**src/rtl/ifetch_req_ctrl.sv**
```systemverilog
// Instruction-fetch request controller feeding the L1 icache: sequential fetch
// addresses, one request outstanding, single-entry instruction buffer toward decode.
module ifetch_req_ctrl #(
    parameter int              abus         = 48,
    parameter logic [abus-1:0] RESET_VECTOR = 48'h10000
) (
    input  logic            i_clk,
    input  logic            i_nrst,
    input  logic            i_halt,
    input  logic            i_redirect_valid,
    input  logic [abus-1:0] i_redirect_pc,
    output logic            o_mem_req_valid,
    output logic [abus-1:0] o_mem_req_addr,
    input  logic            i_mem_req_ready,
    input  logic            i_mem_data_valid,
    input  logic [abus-1:0] i_mem_data_addr,
    input  logic [31:0]     i_mem_data,
    input  logic            i_mem_load_fault,
    output logic            o_mem_resp_ready,
    output logic            o_instr_valid,
    output logic [abus-1:0] o_instr_pc,
    output logic [31:0]     o_instr,
    output logic            o_instr_load_fault,
    input  logic            i_decode_ready
);

    // state     | meaning
    // IDLE      | nothing pending; leaves when not halted and not fault-stopped
    // REQ_WAIT  | request presented to the icache, waiting for ready
    // WAIT_RESP | one request outstanding, waiting for its response
    typedef enum logic [1:0] {
        IDLE      = 2'd0,
        REQ_WAIT  = 2'd1,
        WAIT_RESP = 2'd2
    } state_t;

    state_t          state, state_nxt;
    logic [abus-1:0] pc, pc_nxt;
    logic            discard, discard_nxt;
    logic            fault_stop, fault_stop_nxt;
    logic            instr_valid_nxt;
    logic [abus-1:0] instr_pc_nxt;
    logic [31:0]     instr_nxt;
    logic            instr_fault_nxt;

    logic            req_fire;
    logic            resp_accept;
    logic            resp_load;

    // Reset gates valid combinationally so nothing is offered before the first reset edge.
    assign o_mem_req_valid  = i_nrst && (state == REQ_WAIT) && !i_halt;
    assign o_mem_req_addr   = {pc[abus-1:2], 2'b00};
    assign o_mem_resp_ready = !o_instr_valid || i_decode_ready;

    assign req_fire    = o_mem_req_valid && i_mem_req_ready;
    assign resp_accept = (state == WAIT_RESP) && i_mem_data_valid && o_mem_resp_ready;
    assign resp_load   = resp_accept && !discard && !i_redirect_valid;

    always_ff @(posedge i_clk) begin
        if (!i_nrst) begin
            state              <= IDLE;
            pc                 <= RESET_VECTOR;
            discard            <= 1'b0;
            fault_stop         <= 1'b0;
            o_instr_valid      <= 1'b0;
            o_instr_pc         <= '0;
            o_instr            <= '0;
            o_instr_load_fault <= 1'b0;
        end else begin
            state              <= state_nxt;
            pc                 <= pc_nxt;
            discard            <= discard_nxt;
            fault_stop         <= fault_stop_nxt;
            o_instr_valid      <= instr_valid_nxt;
            o_instr_pc         <= instr_pc_nxt;
            o_instr            <= instr_nxt;
            o_instr_load_fault <= instr_fault_nxt;
        end
    end

    always_comb begin
        state_nxt       = state;
        pc_nxt          = pc;
        discard_nxt     = discard;
        fault_stop_nxt  = fault_stop;
        instr_valid_nxt = o_instr_valid;
        instr_pc_nxt    = o_instr_pc;
        instr_nxt       = o_instr;
        instr_fault_nxt = o_instr_load_fault;

        case (state)
            IDLE: begin
                if (!i_halt && !fault_stop)
                    state_nxt = REQ_WAIT;
            end
            REQ_WAIT: begin
                if (i_halt)
                    state_nxt = IDLE;
                else if (req_fire)
                    state_nxt = WAIT_RESP;
            end
            WAIT_RESP: begin
                if (resp_accept)
                    state_nxt = IDLE;
            end
            default: state_nxt = IDLE;
        endcase

        if (req_fire)
            pc_nxt = pc + abus'(4);

        if (resp_accept)
            discard_nxt = 1'b0;

        // A load in the same cycle as a consume wins: the buffer holds the new entry.
        if (resp_load) begin
            instr_valid_nxt = 1'b1;
            instr_pc_nxt    = i_mem_data_addr;
            instr_nxt       = i_mem_data;
            instr_fault_nxt = i_mem_load_fault;
            if (i_mem_load_fault)
                fault_stop_nxt = 1'b1;
        end else if (o_instr_valid && i_decode_ready) begin
            instr_valid_nxt = 1'b0;
        end

        // Redirect overrides everything; an in-flight or just-issued request becomes stale.
        if (i_redirect_valid) begin
            pc_nxt          = i_redirect_pc;
            instr_valid_nxt = 1'b0;
            fault_stop_nxt  = 1'b0;
            if (req_fire || ((state == WAIT_RESP) && !resp_accept))
                discard_nxt = 1'b1;
        end
    end

    no_stray_resp: assert property (@(posedge i_clk) disable iff (!i_nrst)
        !(i_mem_data_valid && (state != WAIT_RESP)))
        else $error("icache response with no request outstanding");

endmodule

```
**config.mk**
```make
export PLATFORM = sky130hd
export DESIGN_NAME = ifetch_req_ctrl
export DESIGN_NICKNAME = d
export VERILOG_FILES = /design/src/rtl/ifetch_req_ctrl.sv
export SDC_FILE = /design/constraint.sdc
export NUM_CORES = 1
export LEC_CHECK = 0
export BUFFER_PORTS_ARGS = -buffer_cell sky130_fd_sc_hd__buf_2
export CAP_MARGIN = 20
export CORE_MARGIN = 2
export CORE_UTILIZATION = 38
export DETAILED_ROUTE_END_ITERATION = 12
export PLACE_DENSITY = 0.7
export SYNTH_ARGS = -nofsm -noshare
export SYNTH_HDL_FRONTEND = slang
export SYNTH_SLANG_ARGS = --single-unit
```
**constraint.sdc**
```tcl
create_clock -name i_clk -period 2.47 [get_ports i_clk]
set_input_delay 0.3705 -clock i_clk [delete_from_list [all_inputs] [get_ports i_clk]]
set_output_delay 0.3705 -clock i_clk [all_outputs]
set_load 0.02 [all_outputs]
```
==> impl_metrics.env, run 1 <==
export IMPL_status="completed"
export IMPL_insertion_delay_ns=0.41
export IMPL_die_area_sq_um=16600
export IMPL_path_buf_inv=0
export IMPL_place_congestion=0.885
export IMPL_synthFlopType="dfxtp_1"
export IMPL_end_kind="flip-flop"
export IMPL_drc_errors=0
export IMPL_htreeDepth=4
export IMPL_crit_family="simple AND/OR/NAND/NOR gates"
export IMPL_hold_viol=0
export IMPL_ys_seq_area_share_pct=44.7
export IMPL_design_area_sq_um=8080
export IMPL_initialDrtViolationCount=315
export IMPL_syn_inst=722
export IMPL_min_period_ns=2.30
export IMPL_area_delta_synth_final_pct=36.6
export IMPL_ys_ff_latch=132
export IMPL_cts_tree="built"
export IMPL_core_area_sq_um=15200
export IMPL_postCtsHoldBufs=0
export IMPL_overflow=0
export IMPL_rsz0062_at_grt="no"
export IMPL_post_dp_cell_area_sq_um=7490
export IMPL_fp_dieW_um=129
export IMPL_cp_max_fo=12
export IMPL_async_reset_ff_share_pct=0
export IMPL_drive_above_1_share_pct=33.5
export IMPL_synth_area_sq_um=5910
export IMPL_vdd_drop_max_mv=0.506
export IMPL_crit_slowest_cell="or4_4"
export IMPL_grt_busiest_layer="met2"
export IMPL_hold_class="in2reg"
export IMPL_dr_pass1_iters=4
export IMPL_cts_sink_count=132
export IMPL_slew_violations=0
export IMPL_rows=45
export IMPL_grt_total_usage_pct=20.0
export IMPL_final_util_pct=53.1
export IMPL_wire_per_inst_um=14.6
export IMPL_place_inst=1147
export IMPL_nets=1115
export IMPL_use_met1_pct=24.7
export IMPL_p_per_area_nw_per_um2=642
export IMPL_vias=5975
export IMPL_post_cts_buffers=0
export IMPL_io_buffers=263
export IMPL_cts_buffer_depth=2
export IMPL_crit_type="reg2reg"
export IMPL_synth_edf_count=0
export IMPL_crit_path_cell_trace="and4_1, nand3_4, or4_4, o31a_2, o311a_1"
export IMPL_timing_final_crit_share_pct=93.1
export IMPL_die_height_um=129
export IMPL_cap_violations=0
export IMPL_grt_pass1_wl_um=26600
export IMPL_synth_warnings=0
export IMPL_grt_pass1_vias=5301
export IMPL_fin_cells=1180
export IMPL_wl_um=17300
export IMPL_ctsResizeCount=0
export IMPL_worst_clock_skew_ns=0.00817
export IMPL_use_met3_pct=6.65
export IMPL_max_freq_mhz=435
export IMPL_worstPathArrival_ns=2.60
export IMPL_finalSetupViolations=0
export IMPL_crit_required_ns=2.77
export IMPL_ioPinCount=268
export IMPL_cts_root_buf="clkbuf_16"
export IMPL_gr_usage_met2_pct=33.1
export IMPL_yosysUniqueCellTypes=48
export IMPL_start_kind="flip-flop"
export IMPL_cts_buffers=17
export IMPL_slowest_delay_ns=0.64
export IMPL_leakage_uw=0.00341
export IMPL_postRouteAntennaNets=0
export IMPL_antenna_found_initial=1
export IMPL_fin_tns_setup_ns=0
export IMPL_initial_core_util_pct=38.9
export IMPL_grt_max_degree=136
export IMPL_synth_avg_cell_area_sq_um=8.19
export IMPL_hpwl_um=12200
export IMPL_via_per_inst=5.06
export IMPL_clk_pin_slew_ns=0.06
[cell type report]
cell class	count	area, sq um
Clock inverter	13	148
Antenna cell	1	2.50
Sequential cell	132	2640
Clock buffer	19	433
Tap cell	188	235
Fill cell	1500	7120
Timing Repair Buffer	288	1560
Multi-Input combinational cell	534	3040
Inverter	5	18.8
[metrics by stage]
| step | power [uW] | setup slack [ns] | hold slack [ns] |
|---|---|---|---|
| 2_1_floorplan | 2530 | 0.156 | 0.490 |
| 3_3_place_gp | 2750 | 0.175 | 0.448 |
| 3_5_place_dp | 2760 | 0.142 | 0.454 |
| 4_1_cts | 5240 | 0.169 | 0.164 |
| 5_1_grt | 5380 | 0.0364 | 0.174 |
| 6_report | 5190 | 0.169 | 0.184 |
[cells in the mapped netlist (2+ instances only)]
cell type / count / share of area, %
nand3_1: 18 / 1.5
o311a_1: 2 / 0.34
nand2b_1: 7 / 0.74
a21oi_1: 21 / 1.8
xor2_1: 10 / 1.5
o211a_1: 5 / 0.85
or3_1: 9 / 0.95
inv_1: 4 / 0.25
nor2b_1: 5 / 0.53
o31ai_1: 7 / 0.89
o21ai_0: 43 / 3.6
or4_1: 11 / 1.4
nor4_1: 9 / 0.95
buf_6: 2 / 0.38
a31oi_1: 13 / 1.4
nor3_1: 13 / 1.1
a311oi_1: 3 / 0.44
or2_2: 4 / 0.42
and3_1: 12 / 1.3
a21boi_0: 81 / 10
and2_1: 8 / 0.85
nand4_1: 21 / 2.2
buf_4: 3 / 0.38
xnor2_1: 13 / 1.9
nand2_1: 185 / 12
o2111ai_1: 2 / 0.30
clkbuf_1: 47 / 3.0
dfxtp_1: 132 / 45
and4_1: 4 / 0.59
nor2_1: 9 / 0.57
mux2i_1: 2 / 0.34
[cells by family (layout without fill, tap and decap cells)]
| logic type | after synthesis | count (layout) | share of synthesized area [%] |
|---|---|---|---|
| compound gates | 182 | 182 | 20.6 |
| buf+inv | 57 | 325 | 4.06 |
| other cells | 1 | 3 | 0.0634 |
| xor+xnor | 23 | 23 | 3.41 |
| mux | 2 | 2 | 0.338 |
| fa+ha+maj | 1 | 1 | 0.212 |
| flops | 132 | 132 | 44.7 |
| simple gates | 324 | 324 | 26.6 |
[cell usage in the layout (no fill, tap or decap), types with 8 or more instances in the layout]
cell	Yosys	layout
a31oi_1	13	13
buf_2	0	262
nor2_1	9	9
buf_4	3	22
xnor2_1	13	13
o21ai_0	43	43
nand3_1	18	18
nand2_1	185	185
and3_1	12	12
or4_1	11	11
nor3_1	13	12
a21boi_0	81	81
a21oi_1	21	21
and2_1	8	8
dfxtp_1	132	132
clkbuf_16	0	17
nor4_1	9	9
or3_1	9	8
xor2_1	10	10
nand4_1	21	21
[per-layer routing]
metal | wire [um] | share of wire [%] | up-vias
met1 | 7610 | 44 | 2721
met4 | 308 | 1.8 | 0
met2 | 8110 | 47 | 199
met3 | 1240 | 7.2 | 20
met5 | 0 | 0 | -
li1 | - | - | 3035
[sequential cells by signal, summed over array words and instances (netlist names)]
register            cells
discard                 1
fault_stop              1
o_instr                32
o_instr_load_fault      1
o_instr_pc             48
o_instr_valid           1
pc                     46
state                   2
[final timing paths]
check             slack, ns             start  cells past startpoint          end
setup / recovery       0.17            pc[10]                      5       pc[33]
hold / removal         0.18  i_redirect_pc[4]                      2        pc[4]
setup reg to reg       0.17            pc[10]                      5       pc[33]
hold reg to reg        0.46       o_instr[30]                      2  o_instr[30]
[worst register-to-register path: stages, from the launching register on]
cell and delay, ns:
dfxtp_1 0.40, and4_1 0.36, nand3_4 0.13, or4_4 0.64, o31a_2 0.35, o311a_1 0.31
[power breakdown]
group / internal (uW) / total, uW / switching (uW)
clock: 1500 / 2480 / 975
combinational: 209 / 458 / 248
sequential: 2190 / 2250 / 66.8
total: 3900 / 5190 / 1290
No activity file was read; power rests on OpenSTA's default activity.
==> inputs of run 2 (changes only) <==
Settings changed: ABC_AREA set to 1, GPL_ROUTABILITY_DRIVEN set to 0, PLACE_DENSITY 0.7 to 0.69.
==> run 2 against run 1 <==
Net effect:
- combinational power about the same
- sequential cell count unchanged
- cell count up 22%
- wire length up 18%
- clock power up 6%
- register-to-register slack better by 0.52 ns
- via count up 17%
- cell area up 5.8%
- hold slack about the same
- maximum frequency up 29%
- synthesized cell count up 33%
==> impl_metrics.env, run 2 <==
export IMPL_antenna_cells=0
export IMPL_wire_per_inst_um=14.1
export IMPL_wl_um=20300
export IMPL_grt_pass1_wl_um=31700
export IMPL_synthSimpleGateAreaFrac_pct=34.9
export IMPL_grt_pass1_vias=6318
export IMPL_nets=1346
export IMPL_synth_common_cells="nand2_1 (339), dfxtp_1 (132), a21oi_1 (110)"
export IMPL_htreeDepth=4
export IMPL_largest_reg_flops=48
export IMPL_grt_total_usage_pct=21.8
export IMPL_fp_dieW_um=135
export IMPL_drive_above_1_share_pct=29.2
export IMPL_crit_slowest_cell="inv_4"
export IMPL_overflow=0
export IMPL_start_kind="flip-flop"
export IMPL_min_period_ns=1.78
export IMPL_synth_warnings=0
export IMPL_crit_type="reg2reg"
export IMPL_slowest_delay_ns=0.60
export IMPL_die_height_um=135
export IMPL_post_cts_buffers=0
export IMPL_dr_pass1_iters=5
export IMPL_synth_top_family_by_area="simple AND/OR/NAND/NOR gates"
export IMPL_initialDrtViolationCount=515
export IMPL_synth_edf_count=0
export IMPL_ys_seq_area_share_pct=40.5
export IMPL_rows=47
export IMPL_antenna_found_initial=1
export IMPL_cts_sink_count=132
export IMPL_final_cell_mix="nand2_1 (339), buf_2 (263), dfxtp_1 (132), a21oi_1 (110), nor2_1 (84)"
export IMPL_max_freq_mhz=562
export IMPL_crit_path_cell_trace="inv_1, nor2_1, inv_2, nand2_1, nor2_2, nand3_2, inv_4, nand2_1, a21boi_0"
export IMPL_relSlewSlack_pct=45.9
export IMPL_cts_buffers=17
export IMPL_drc_errors=0
export IMPL_worst_pin_slew_ns=0.812
export IMPL_synth_fa_ha_area_share_pct=0.192
export IMPL_ys_ff_latch=132
export IMPL_regMostFlops="o_instr_pc"
export IMPL_cts_root_buf="clkbuf_16"
export IMPL_grt_max_degree=123
export IMPL_timing_final_crit_share_pct=72.1
export IMPL_hpwl_um=14700
export IMPL_synth_compound_area_share_pct=13.1
export IMPL_cts_tree="built"
export IMPL_power_uw=5330
export IMPL_rsz0062_at_grt="no"
export IMPL_yosysMostFrequentCell="nand2_1"
export IMPL_synth_top_cell_by_area="dfxtp_1"
export IMPL_p_per_area_nw_per_um2=624
export IMPL_worst_clock_skew_ns=0.00907
export IMPL_hold_viol=0
export IMPL_vdd_drop_max_mv=0.452
export IMPL_layout_commonest_cell="nand2_1"
export IMPL_initial_core_util_pct=39.1
export IMPL_netlist_top_cells_area="dfxtp_1 (40%), nand2_1 (19%), a21oi_1 (8.4%)"
export IMPL_hold_class="in2reg"
export IMPL_worstPathArrival_ns=2.13
export IMPL_crit_required_ns=2.82
export IMPL_cp_max_fo=82
export IMPL_yosysUniqueCellTypes=41
export IMPL_end_kind="flip-flop"
export IMPL_ctsResizeCount=0
export IMPL_synthFlopType="dfxtp_1"
export IMPL_insertion_delay_ns=0.43
export IMPL_muxShareOfSynthArea_pct=0
export IMPL_postCtsHoldBufs=0
export IMPL_cts_buffer_depth=2
export IMPL_leakage_uw=0.00377
export IMPL_core_area_sq_um=16700
export IMPL_die_area_sq_um=18200
export IMPL_via_per_inst=4.85
export IMPL_synth_avg_cell_area_sq_um=6.79
export IMPL_async_reset_ff_share_pct=0
export IMPL_vias=7000
export IMPL_fin_tns_setup_ns=0
export IMPL_slew_violations=0
export IMPL_path_buf_inv=3
export IMPL_finalSetupViolations=0
export IMPL_status="completed"
export IMPL_cap_violations=0
export IMPL_syn_inst=962
export IMPL_final_util_pct=51.2
export IMPL_area_delta_synth_final_pct=30.9
export IMPL_ioPinCount=268
export IMPL_fin_cells=1442
export IMPL_crit_family="buffers and inverters"
export IMPL_io_buffers=263
export IMPL_yosys_area_share_xor_xnor_pct=2.55
export IMPL_postRouteAntennaNets=0
export IMPL_top_regs="o_instr_pc x48, pc x46, o_instr x32"
export IMPL_synth_top_area_share_pct=40.5
export IMPL_synth_area_sq_um=6530
export IMPL_clk_pin_slew_ns=0.07
export IMPL_place_inst=1410
export IMPL_path_common_cell="nand2_1"
[run 2: worst paths after layout]
path	startpoint	endpoint	slack (ns)	depth (start not counted)
worst max-delay path	o_instr_valid	fault_stop	0.69	9
worst min-delay path	i_mem_data[9]	o_instr[9]	0.18	3
worst max register to register	o_instr_valid	fault_stop	0.69	9
worst min register to register	o_instr_pc[21]	o_instr_pc[21]	0.46	2
[run 2: final cells by class]
class	instances	area, sq um
fill	1713	8160
multi-input combinational	709	3320
sequential	132	2640
timing repair buffer	272	1410
clock buffer	18	439
inverter	77	293
tap	220	275
clock inverter	14	166
[run 2: cells by family (layout without fill, tap and decap cells)]
family,count (synthesis),in the layout
xor+xnor,19,19
buf+inv,122,381
flops,132,132
simple gates,525,525
compound gates,162,162
other cells,1,2
fa+ha+maj,1,1
[run 2: worst reg2reg max path: stages, from the launching register on]
cell and delay, ns:
dfxtp_1 0.31, inv_1 0.04, nor2_1 0.05, inv_2 0.05, nand2_1 0.07, nor2_2 0.12
nand3_2 0.13, inv_4 0.60, nand2_1 0.18, a21boi_0 0.17
[run 2: layer usage]
metal  track usage [%]  wire, um  vias to the layer above
li1                  -         -                     3546
met1              27.8      8780                     3144
met2              36.1      9430                      282
met3              5.63      1810                       26
met4              7.00       321                        2
met5                 0        12                        -
[run 2: where the power goes]
| part | total (uW) | switching [uW] | internal (uW) |
|---|---|---|---|
| clock | 2620 | 1070 | 1550 |
| sequential | 2260 | 74.6 | 2180 |
| combinational | 461 | 277 | 184 |
| total | 5330 | 1420 | 3910 |
[run 2: through the flow]
step,hold slack (ns),setup slack (ns),instance area [sq um]
after detailed placement,0.452,0.530,7940
after floorplan,0.443,0.805,6530
final,0.184,0.689,8550
after CTS,0.170,0.647,8550
after global routing,0.183,0.388,8550
after global placement,0.448,0.540,7940
==> inputs of run 3 (changes only) <==
Settings changed: PLACE_DENSITY 0.69 to 0.71.
Clock period 2.47 ns to 1.5 ns, I/O delays scaled along.
==> run 3 against run 2 <==
Net effect:
- the flow now finishes with violations (negative setup slack)
- utilization grew 7.9 points
- clock-buffer cell count fell by 1
- maximum frequency rose by 16%
- power rose by 66%
- wire length grew 12%
- sequential share of layout area shrank 3.7 points
- combinational power up 120%
- sequential power increased by 63%
- first-iteration DRC count rose by 4.7%
- worst setup slack got worse by 0.73 ns
- cell count is 7.4% higher
- largest cell class unchanged
==> impl_metrics.env, run 3 (synthesis gave the netlist of run 2 again) <==
export IMPL_largest_reg_flops=48
export IMPL_htreeDepth=4
export IMPL_overflow=0
export IMPL_hold_viol=0
export IMPL_initialDrtViolationCount=539
export IMPL_worstPathArrival_ns=1.86
export IMPL_grt_pass1_vias=6856
export IMPL_layout_commonest_cell="nand2_1"
export IMPL_insertion_delay_ns=0.43
export IMPL_postRouteAntennaNets=0
export IMPL_grt_pass1_wl_um=33700
export IMPL_drc_errors=0
export IMPL_top_regs="o_instr_pc x48, pc x46, o_instr x32"
export IMPL_crit_type="reg2reg"
export IMPL_vdd_drop_max_mv=0.765
export IMPL_rows=47
export IMPL_end_kind="flip-flop"
export IMPL_cts_root_buf="clkbuf_16"
export IMPL_vias=7571
export IMPL_die_height_um=135
export IMPL_status="complete, but fails checks"
export IMPL_min_period_ns=1.54
export IMPL_nets=1451
export IMPL_design_area_sq_um=9860
export IMPL_drive_above_1_share_pct=42.0
export IMPL_worst_slack_ns=-0.0411
export IMPL_postCtsHoldBufs=0
export IMPL_max_freq_mhz=649
export IMPL_post_dp_cell_area_sq_um=8600
export IMPL_area_delta_synth_final_pct=51.0
export IMPL_cap_violations=0
export IMPL_cp_max_fo=4
export IMPL_die_area_sq_um=18200
export IMPL_cts_tree="built"
export IMPL_crit_required_ns=1.82
export IMPL_ioPinCount=268
export IMPL_wire_per_inst_um=14.7
export IMPL_fp_dieW_um=135
export IMPL_final_cell_mix="nand2_1 (318), buf_2 (262), dfxtp_1 (109), a21oi_1 (103), buf_4 (90)"
export IMPL_violations="negative setup slack"
export IMPL_start_kind="flip-flop"
export IMPL_antenna_found_initial=1
export IMPL_dr_pass1_iters=5
export IMPL_use_met3_pct=6.64
export IMPL_regMostFlops="o_instr_pc"
export IMPL_cts_buffer_depth=2
export IMPL_final_util_pct=59.0
export IMPL_clk_pin_slew_ns=0.07
export IMPL_timing_final_crit_share_pct=103
export IMPL_rsz0062_at_grt="yes"
export IMPL_finalSetupViolations=14
export IMPL_leakage_uw=0.00442
export IMPL_hold_class="in2reg"
export IMPL_worst_clock_skew_ns=0.0139
export IMPL_io_buffers=263
export IMPL_p_per_area_nw_per_um2=898
export IMPL_core_area_sq_um=16700
export IMPL_cts_sink_count=132
export IMPL_grt_max_degree=61
export IMPL_hpwl_um=16100
export IMPL_initial_core_util_pct=39.1
export IMPL_grt_busiest_layer="met2"
export IMPL_slew_violations=0
export IMPL_via_per_inst=4.89
export IMPL_wl_um=22800
export IMPL_grt_total_usage_pct=23.4
export IMPL_use_met1_pct=29.6
export IMPL_gr_usage_met2_pct=38.5
export IMPL_power_uw=8850
export IMPL_cts_buffers=17
[run 3: cell count changes in the layout (fill, tap and decap cells not counted), sizes merged]
cell | previous run | this run
clkbuf | 18 | 20
buf | 272 | 374
clkinvlp | 3 | 2
clkinv | 3 | 7
bufinv | 2 | 0
diode | 0 | 1
[run 3: critical path, cell delays in order (launching register included)]
cell      delay (ns)
dfxtp_4         0.40
nand2_4         0.07
nor2_4          0.16
nand3b_1        0.19
nor2_4          0.18
nand3b_1        0.12
nand2_1         0.08
nand2_1         0.05
o21ai_1         0.14
inv_1           0.05
[run 3: per-stage QoR]
| stage | setup TNS (ns) | worst slack (ns) | hold slack, ns | std cells |
|---|---|---|---|---|
| 2_1_floorplan | 0 | 0.0128 | 0.359 | 963 |
| 3_3_place_gp | -0.00969 | -0.00969 | 0.448 | 1490 |
| 3_5_place_dp | -0.737 | -0.0702 | 0.452 | 1490 |
| 4_1_cts | -0.0274 | -0.0170 | 0.00715 | 1540 |
| 5_1_grt | -2.90 | -0.133 | 0.0201 | 1547 |
| 6_report | -0.329 | -0.0411 | 0.0248 | 1548 |
[run 3: power breakdown]
group	switching, uW	internal (uW)	leakage (uW)
Clock	1910	2230	0.000289
Combinational	570	457	0.00305
Sequential	91.3	3590	0.00108
Total	2570	6280	0.00442
[run 3: final timing paths]
kind / start / to / slack [ns] / cells past startpoint
setup / recovery: pc[4] / pc[27] / -0.04 / 9
hold / removal: i_mem_data[12] / o_instr[12] / 0.02 / 3
setup reg to reg: pc[4] / pc[27] / -0.04 / 9
hold reg to reg: o_instr[9] / o_instr[9] / 0.46 / 2
[run 3: what timing repair did]
item	4_1_cts	5_1_grt
setup endpoints to repair	51	120
gates cloned	1	3
hold endpoints to repair	0	0
pin swaps	7	18
gates resized for setup	22	119
buffers inserted	17	6
[run 3: cell type report]
type | count | area [sq um]
diodes | 1 | 2.50
well taps | 220 | 275
inverters | 77 | 305
fillers | 1545 | 6840
multi-input cells | 709 | 3650
flip-flops and latches | 132 | 2680
clock inverters | 15 | 159
repair buffers | 377 | 2360
clock buffers | 17 | 425
[run 3: layer usage]
layer  routed length (um)  part of all wire, %
met2                11000                   48
met5                    0                    0
met3                 1970                  8.7
met4                  417                  1.8
met1                 9430                   41
